==> src/rtl/tc_timer_pkg.sv <==
// Shared definitions for the memory-mapped countdown timer: FSM states,
// register offsets, CTRL bit positions and mode codes.
package tc_timer_pkg;

   typedef enum logic [1:0] {
      ST_IDLE = 2'd0,
      ST_LOAD = 2'd1,
      ST_CNT  = 2'd2,
      ST_INT  = 2'd3
   } state_t;

   localparam logic [1:0] REG_CTRL   = 2'd0;
   localparam logic [1:0] REG_PRESET = 2'd1;
   localparam logic [1:0] REG_COUNT  = 2'd2;

   localparam int CTRL_EN      = 0;
   localparam int CTRL_MODE_LO = 1;
   localparam int CTRL_MODE_HI = 2;
   localparam int CTRL_IM      = 3;

   localparam logic [1:0] MODE_ONESHOT = 2'b00;
   localparam logic [1:0] MODE_RELOAD  = 2'b01;

   // Modes 2'b1x are not defined behaviours of their own; they act as one-shot.
   function automatic logic [1:0] effective_mode(input logic [1:0] mode);
      return (mode == MODE_RELOAD) ? MODE_RELOAD : MODE_ONESHOT;
   endfunction

endpackage

==> src/rtl/tc_timer_if.sv <==
// Bridge-to-timer register port: word address, write strobe and data in,
// combinational read data and level interrupt out.
interface tc_timer_if;
   // Handshake: no valid/ready pair. we is a single-cycle write strobe taken on
   // the rising clock edge and never back-pressured; rd follows addr in the
   // same cycle with no request needed; irq is a level, not a pulse.
   logic [31:0] addr;
   logic        we;
   logic [31:0] wd;
   logic [31:0] rd;
   logic        irq;

   modport master (output addr, output we, output wd, input rd, input irq);
   modport slave  (input addr, input we, input wd, output rd, output irq);
endinterface

==> src/rtl/tc_timer.sv <==
// Countdown timer with CTRL/PRESET/COUNT registers, one-shot or auto-reload
// operation and a maskable level interrupt.
module tc_timer
   import tc_timer_pkg::*;
(
   input  logic       clk,
   input  logic       reset,
   tc_timer_if.slave  bus,
   output state_t     dbg_state
);

   logic [3:0]  ctrl;
   logic [31:0] preset;
   logic [31:0] count;
   logic        irq_flag;
   state_t      state;

   logic        wr_ctrl;
   logic        wr_preset;
   logic        en;
   logic [1:0]  mode;
   logic [31:0] rd_mux;
   logic        unused_addr_bits;

   assign wr_ctrl          = bus.we && (bus.addr[3:2] == REG_CTRL);
   assign wr_preset        = bus.we && (bus.addr[3:2] == REG_PRESET);
   assign en               = ctrl[CTRL_EN];
   assign mode             = effective_mode(ctrl[CTRL_MODE_HI:CTRL_MODE_LO]);
   assign unused_addr_bits = ^{bus.addr[31:4], bus.addr[1:0]};

   // Later non-blocking assignments override earlier ones: a CTRL write clears
   // the flag but an expiry on the same edge sets it again, and a CTRL write
   // overrides the one-shot En clear.
   always_ff @(posedge clk) begin
      if (reset) begin
         ctrl     <= '0;
         preset   <= '0;
         count    <= '0;
         irq_flag <= 1'b0;
         state    <= ST_IDLE;
      end else begin
         if (wr_ctrl) irq_flag <= 1'b0;

         case (state)
            ST_IDLE: begin
               if (en) state <= ST_LOAD;
            end
            ST_LOAD: begin
               count <= preset;
               state <= ST_CNT;
            end
            ST_CNT: begin
               if (!en) begin
                  state <= ST_IDLE;
               end else if (count > 32'd1) begin
                  count <= count - 32'd1;
               end else begin
                  count    <= '0;
                  irq_flag <= 1'b1;
                  state    <= ST_INT;
               end
            end
            ST_INT: begin
               state <= ST_IDLE;
               if (mode == MODE_RELOAD) irq_flag <= 1'b0;
               else                     ctrl[CTRL_EN] <= 1'b0;
            end
            default: state <= ST_IDLE;
         endcase

         if (wr_ctrl)   ctrl   <= bus.wd[3:0];
         if (wr_preset) preset <= bus.wd;
      end
   end

   always_comb begin
      rd_mux = '0;
      case (bus.addr[3:2])
         REG_CTRL:   rd_mux = {28'b0, ctrl};
         REG_PRESET: rd_mux = preset;
         REG_COUNT:  rd_mux = count;
         default:    rd_mux = '0;
      endcase
   end

   assign bus.rd    = rd_mux;
   assign bus.irq   = irq_flag & ctrl[CTRL_IM];
   assign dbg_state = state;

endmodule

==> src/flat_wrapper.sv <==
// flat-port wrapper written by rule: the top's interface ports become plain ports
module tc_timer_flat import tc_timer_pkg::*;
  (clk, reset, dbg_state, bus_addr, bus_we, bus_wd, bus_rd, bus_irq);
  tc_timer_if bus_i ();
  input  logic clk;
  input  logic reset;
  output state_t dbg_state;
  input wire logic [$bits(bus_i.addr)-1:0] bus_addr;
  input wire logic [$bits(bus_i.we)-1:0] bus_we;
  input wire logic [$bits(bus_i.wd)-1:0] bus_wd;
  output wire logic [$bits(bus_i.rd)-1:0] bus_rd;
  output wire logic [$bits(bus_i.irq)-1:0] bus_irq;
  assign bus_i.addr = bus_addr;
  assign bus_i.we = bus_we;
  assign bus_i.wd = bus_wd;
  assign bus_rd = bus_i.rd;
  assign bus_irq = bus_i.irq;
  tc_timer u_core (.clk(clk), .reset(reset), .bus(bus_i), .dbg_state(dbg_state));
endmodule
==> config.mk <==
export PLATFORM = sky130hd
export DESIGN_NAME = tc_timer_flat
export DESIGN_NICKNAME = d
export VERILOG_FILES = /design/src/rtl/tc_timer_pkg.sv /design/src/rtl/tc_timer_if.sv /design/src/rtl/tc_timer.sv /design/src/flat_wrapper.sv
export SDC_FILE = /design/constraint.sdc
export NUM_CORES = 1
export LEC_CHECK = 0
export BUFFER_PORTS_ARGS = -buffer_cell sky130_fd_sc_hd__buf_2
export CORE_ASPECT_RATIO = 0.7
export CORE_UTILIZATION = 57
export CTS_CLUSTER_DIAMETER = 40
export DETAILED_ROUTE_END_ITERATION = 16
export PLACE_DENSITY = 0.89
export SYNTH_ARGS = -nofsm -noshare
export SYNTH_HDL_FRONTEND = slang
export SYNTH_SLANG_ARGS = --single-unit
==> constraint.sdc <==
create_clock -name clk -period 7.4 [get_ports clk]
set_clock_uncertainty 0.15 [all_clocks]
set_input_delay 0.37 -clock clk [delete_from_list [all_inputs] [get_ports clk]]
set_output_delay 0.37 -clock clk [all_outputs]
set_load 0.005 [all_outputs]
Yosys cells after proc, flatten, opt, wreduce, memory -nomap -nowiden:

Index checks and enable logic that the tools add are counted.

* order comparisons: 1
* add/subtract/negate cells: 1
* reduce and logical (&&, ||, !) cells: 9
* eq/ne operators: 11
* multiplexer cells: 17
* bitwise logic cells: 1

Operators by type and width (number)
* $pmux 32 s3: 1
* $mux 32: 2
* $pmux 32 s2: 1
* $gt 32x1->1 const B: 1
* $sub 32x1->32 const B: 1
* $eq 2x1->1 const B: 4
* $mux 1: 8
* $pmux 2 s4: 1
* $eq 2x2->1 const B: 3
* $mux 2: 3
* $ne 2x1->1 const B: 3
* $reduce_and 2->1: 3
* $logic_not 2->1: 2
* $reduce_bool 2->1: 2
* $ne 3x3->1 const B: 1
* $logic_and 1x1->1: 2
* $pmux 1 s2: 1
* $and 1x1->1: 1

* register bits after elaboration: 71
* word-level logic and storage cells: 46
* input port bits: 67

Depth between registers and ports, before layout:

* depth in word-level cells: 6
* mapped depth: 8
* gate-level depth less buffers: 7

Worst setup path after synthesis:

OpenSTA, ideal clock, no wires.

* path type: reg-to-reg
* from: register u_core.count[2]
* to: register u_core.count[23]
* path slack: 4.992 ns
* data arrival time: 2.172 ns
* path buffers: 3
* clock period less this slack: 2.408 ns
* cell stages (with the launch flop): 9
* setup time: 0.086 ns
* cell sequence: dfxtp_1 -> buf_6 -> or4_4 -> buf_6 -> or4_4 -> buf_6 -> nor3_4 -> nand3_2 -> a221oi_2

* longest elaborated chain between the ends: 4

Ends and longest elaborated chain
* start: declaration: RTL line tc_timer.sv:14 `logic [31:0] count;`
* start signal: assignment: RTL line tc_timer.sv:49 `count <= preset;`
* start signal: assignment: RTL line tc_timer.sv:56 `count <= count - 32'd1;`
* $sub 32x1->32 or $gt 32x1->1 (tied branches): RTL line tc_timer.sv:56, tc_timer.sv:55
* $mux 32 *: RTL line tc_timer.sv:55 `end else if (count > 32'd1) begin`
* $mux 32 *: RTL line tc_timer.sv:53 `if (!en) begin`
* $pmux 32 s2 *: RTL line tc_timer.sv:44 `case (state)`

Mark *: on every way between the ends. The rest lies on a longest branch, timed or not. The select of a mux whose other input is x is not followed.
A chain may end at the register's enable or synchronous reset.

Worst setup path in the final report:

* from: register u_core.count[0]
* to: register u_core.count[20]

Same word-level chain as after synthesis.

==> flow_metrics.tcl <==
set metrics [dict create \
    postSynth.asyncResetShare_pct 0 \
    synthTopCellsByArea "dfxtp_1 (36%), nand2_1 (8.7%), a21oi_1 (7.8%)" \
    synthFlopType "dfxtp_1" \
    clkSinkCount 71 \
    p_leak_uw 0.00180 \
    grt_pass1_vias 3790 \
    ios 102 \
    worst_setup_path_start_kind "register" \
    end_kind "register" \
    grt.overflow.total 0 \
    synthesis.area_mm2 0.00396 \
    rsz0062_at_grt "false" \
    r2r_cells 6 \
    synth-edff-count 0 \
    num_rows 25 \
    fillerInstances 603 \
    grt_max_degree 62 \
    nNetsFinal 627 \
    clock.fmax_ghz 0.348 \
    drive_above_1_share_pct 19.2 \
    maxCapViolCount 0 \
    die_area_mm2 0.00729 \
    cts_setup_buffers 0 \
    yosys_warnings 0 \
    worst_pin_slew_ps 1160 \
    synth_top_area_cell "dfxtp_1" \
    tns_ps 0 \
    clkTransAtPathRegs_ps 70 \
    cts_tree "built" \
    ir_drop_v 0.000112 \
    cts-htree-levels 3 \
    fin_crit_sh_pct 38.8 \
    root_buffer "clkbuf_8" \
    stdcell_area_mm2 0.00446 \
    placed_cell_area_mm2 0.00428 \
    coreArea_mm2 0.00673 \
    io_buffers 71 \
    yosysSeqAreaShare_pct 35.9 \
    ys_types 58 \
    required_ps 7450 \
    drc 0 \
    hpwl_um 7150 \
    holdCritPathClass "in -> reg" \
    cts_resized 0 \
    worstHoldPathCells 3 \
    crit_arrival_ps 2920 \
    wl_per_cell_um 16.7 \
    numCtsBuffers 9 \
    area_growth_pct 12.6 \
    vias_per_cell 6.37 \
    hold_buffers 0 \
    grt_usage_pct 31.8 \
    synthesis.nets 586 \
    synthCells 517 \
    cp_slowest_cell "nor3b_1" \
    dr.pass1.iters 5 \
    yosys.area.top_type_share_pct 35.9 \
    grt_first_pass_wirelength_um 18000 \
    finalCriticalPeriod_ps 2870 \
    start_util_pct 58.9 \
    status "finished clean" \
    die_x_um 102 \
    synth.ff_latch_count 71 \
    die_h_um 71.7 \
    final_antenna_net_count 0 \
    crit_chain "inv_1 -> ha_1 -> nor3b_1 -> nand4_1 -> o311ai_0 -> a221oi_1" \
    power.density_mw_per_mm2 186 \
    maxSlewViolCount 0 \
    clk_latency_ps 350 \
    finalSetupViolations 0 \
    clock_tree.buffer_depth 2 \
    worstSetupPathType "reg -> reg" \
    gp_congestion 0.925 \
    finalHoldViolCount 0 \
    syn_area_per_cell_um2 7.66 \
    n_antenna_cell 0 \
    relSlewSlack_pct 22.5 \
    drt-initial-drc-count 351 \
    max_stage_delay_ps 710 \
    grt_antenna_before_repair 0 \
    path_max_fanout 8 \
    dr_total_vias 4179 \
    routed_wl_um 11000 \
]
area by class of cell:
| type | instances | area (um^2) | share of cell area [%] |
|---|---|---|---|
| multi-input combinational | 390 | 2310 | 51.8 |
| sequential | 71 | 1420 | 31.9 |
| timing repair buffer | 77 | 400 | 8.98 |
| clock buffer | 15 | 176 | 3.96 |
| tap | 94 | 118 | 2.64 |
| inverter | 9 | 33.8 | 0.758 |
cell usage in the layout (no fill, tap or decap), drive strengths merged, types with 3 or more instances in the layout:
| cell | count |
|---|---|
| a211oi | 12 |
| a21o | 3 |
| a21oi | 62 |
| a221oi | 6 |
| a22o | 28 |
| a31o | 3 |
| a31oi | 8 |
| buf | 77 |
| clkbuf | 15 |
| dfxtp | 71 |
| inv | 9 |
| mux2i | 11 |
| nand2 | 92 |
| nand2b | 4 |
| nand3 | 9 |
| nor2 | 28 |
| nor2b | 5 |
| nor3 | 11 |
| nor4 | 15 |
| o21ai | 42 |
| o22ai | 3 |
| o31ai | 5 |
| or3 | 4 |
| or4 | 7 |
metal layers:
metal	vias to the layer above	global-route usage, %	share of wire [%]
met2	209	52.7	47
met5	-	0	0
met3	19	9.27	9.1
met1	1973	40.4	43
met4	0	8.37	1.1
li1	1978	-	-
through the flow:
step                      cells  setup slack [ps]  power, uW  util (%)  hold WS [ps]
after floorplan             517              4990        509         -           296
after global placement      641              4670        541      63.6           305
after detailed placement    641              4610        544      63.6           313
after CTS                   656              4600        830      66.3          92.7
after global routing        656              4310        865      66.3          90.4
final                       656              4530        828      66.3          98.4
power by group:
part / switching, uW / leakage, uW / internal (uW) / total [uW]
Combinational: 85.4 / 0.00114 / 49.4 / 135
Sequential: 12.4 / 0.000575 / 393 / 405
Clock: 140 / 0.0000898 / 148 / 288
Total: 237 / 0.00180 / 590 / 828
registers in the layout, indices dropped and copies added, names as in the netlist:
signal	flops
u_core.count	32
u_core.ctrl	4
u_core.dbg_state	2
u_core.irq_flag	1
u_core.preset	32
synthesized netlist by cell type (3+ instances only):
library cell,count
mux2i_1,11
a211oi_1,12
a22o_1,28
nor2b_1,5
dfxtp_1,71
nor4_2,4
or4_1,5
a21o_1,3
a221oi_1,4
clkbuf_1,40
nand2b_1,4
a21oi_1,62
a31oi_1,8
nand3_1,8
o31ai_1,5
buf_6,3
nor2_1,28
inv_1,9
nand2_1,92
nor4_1,11
o21ai_0,40
or3_1,4
nor3_1,9
o22ai_1,3
a31o_2,3
critical path: cells and delay by family (launching register included):
kind	cells	cell delay, ps
fa+ha+maj	1	250
buf+inv	1	120
compound gates	2	640
simple gates	2	1200
flops	1	360
path summary, 6_finish.rpt:
path | from | endpoint | slack (ps)
max | u_core.count[0] | u_core.count[20] | 4530
min | bus_wd[7] | u_core.preset[7] | 100
max reg2reg | u_core.count[0] | u_core.count[20] | 4530
min reg2reg | u_core.preset[17] | u_core.preset[17] | 320
cell families after synthesis:
| kind of cell | synth area share [%] |
|---|---|
| compound gates | 30.8 |
| fa+ha+maj | 0.632 |
| buf+inv | 5.94 |
| flops | 35.9 |
| mux | 3.07 |
| simple gates | 23.6 |
(Power assumes the default switching activity.)
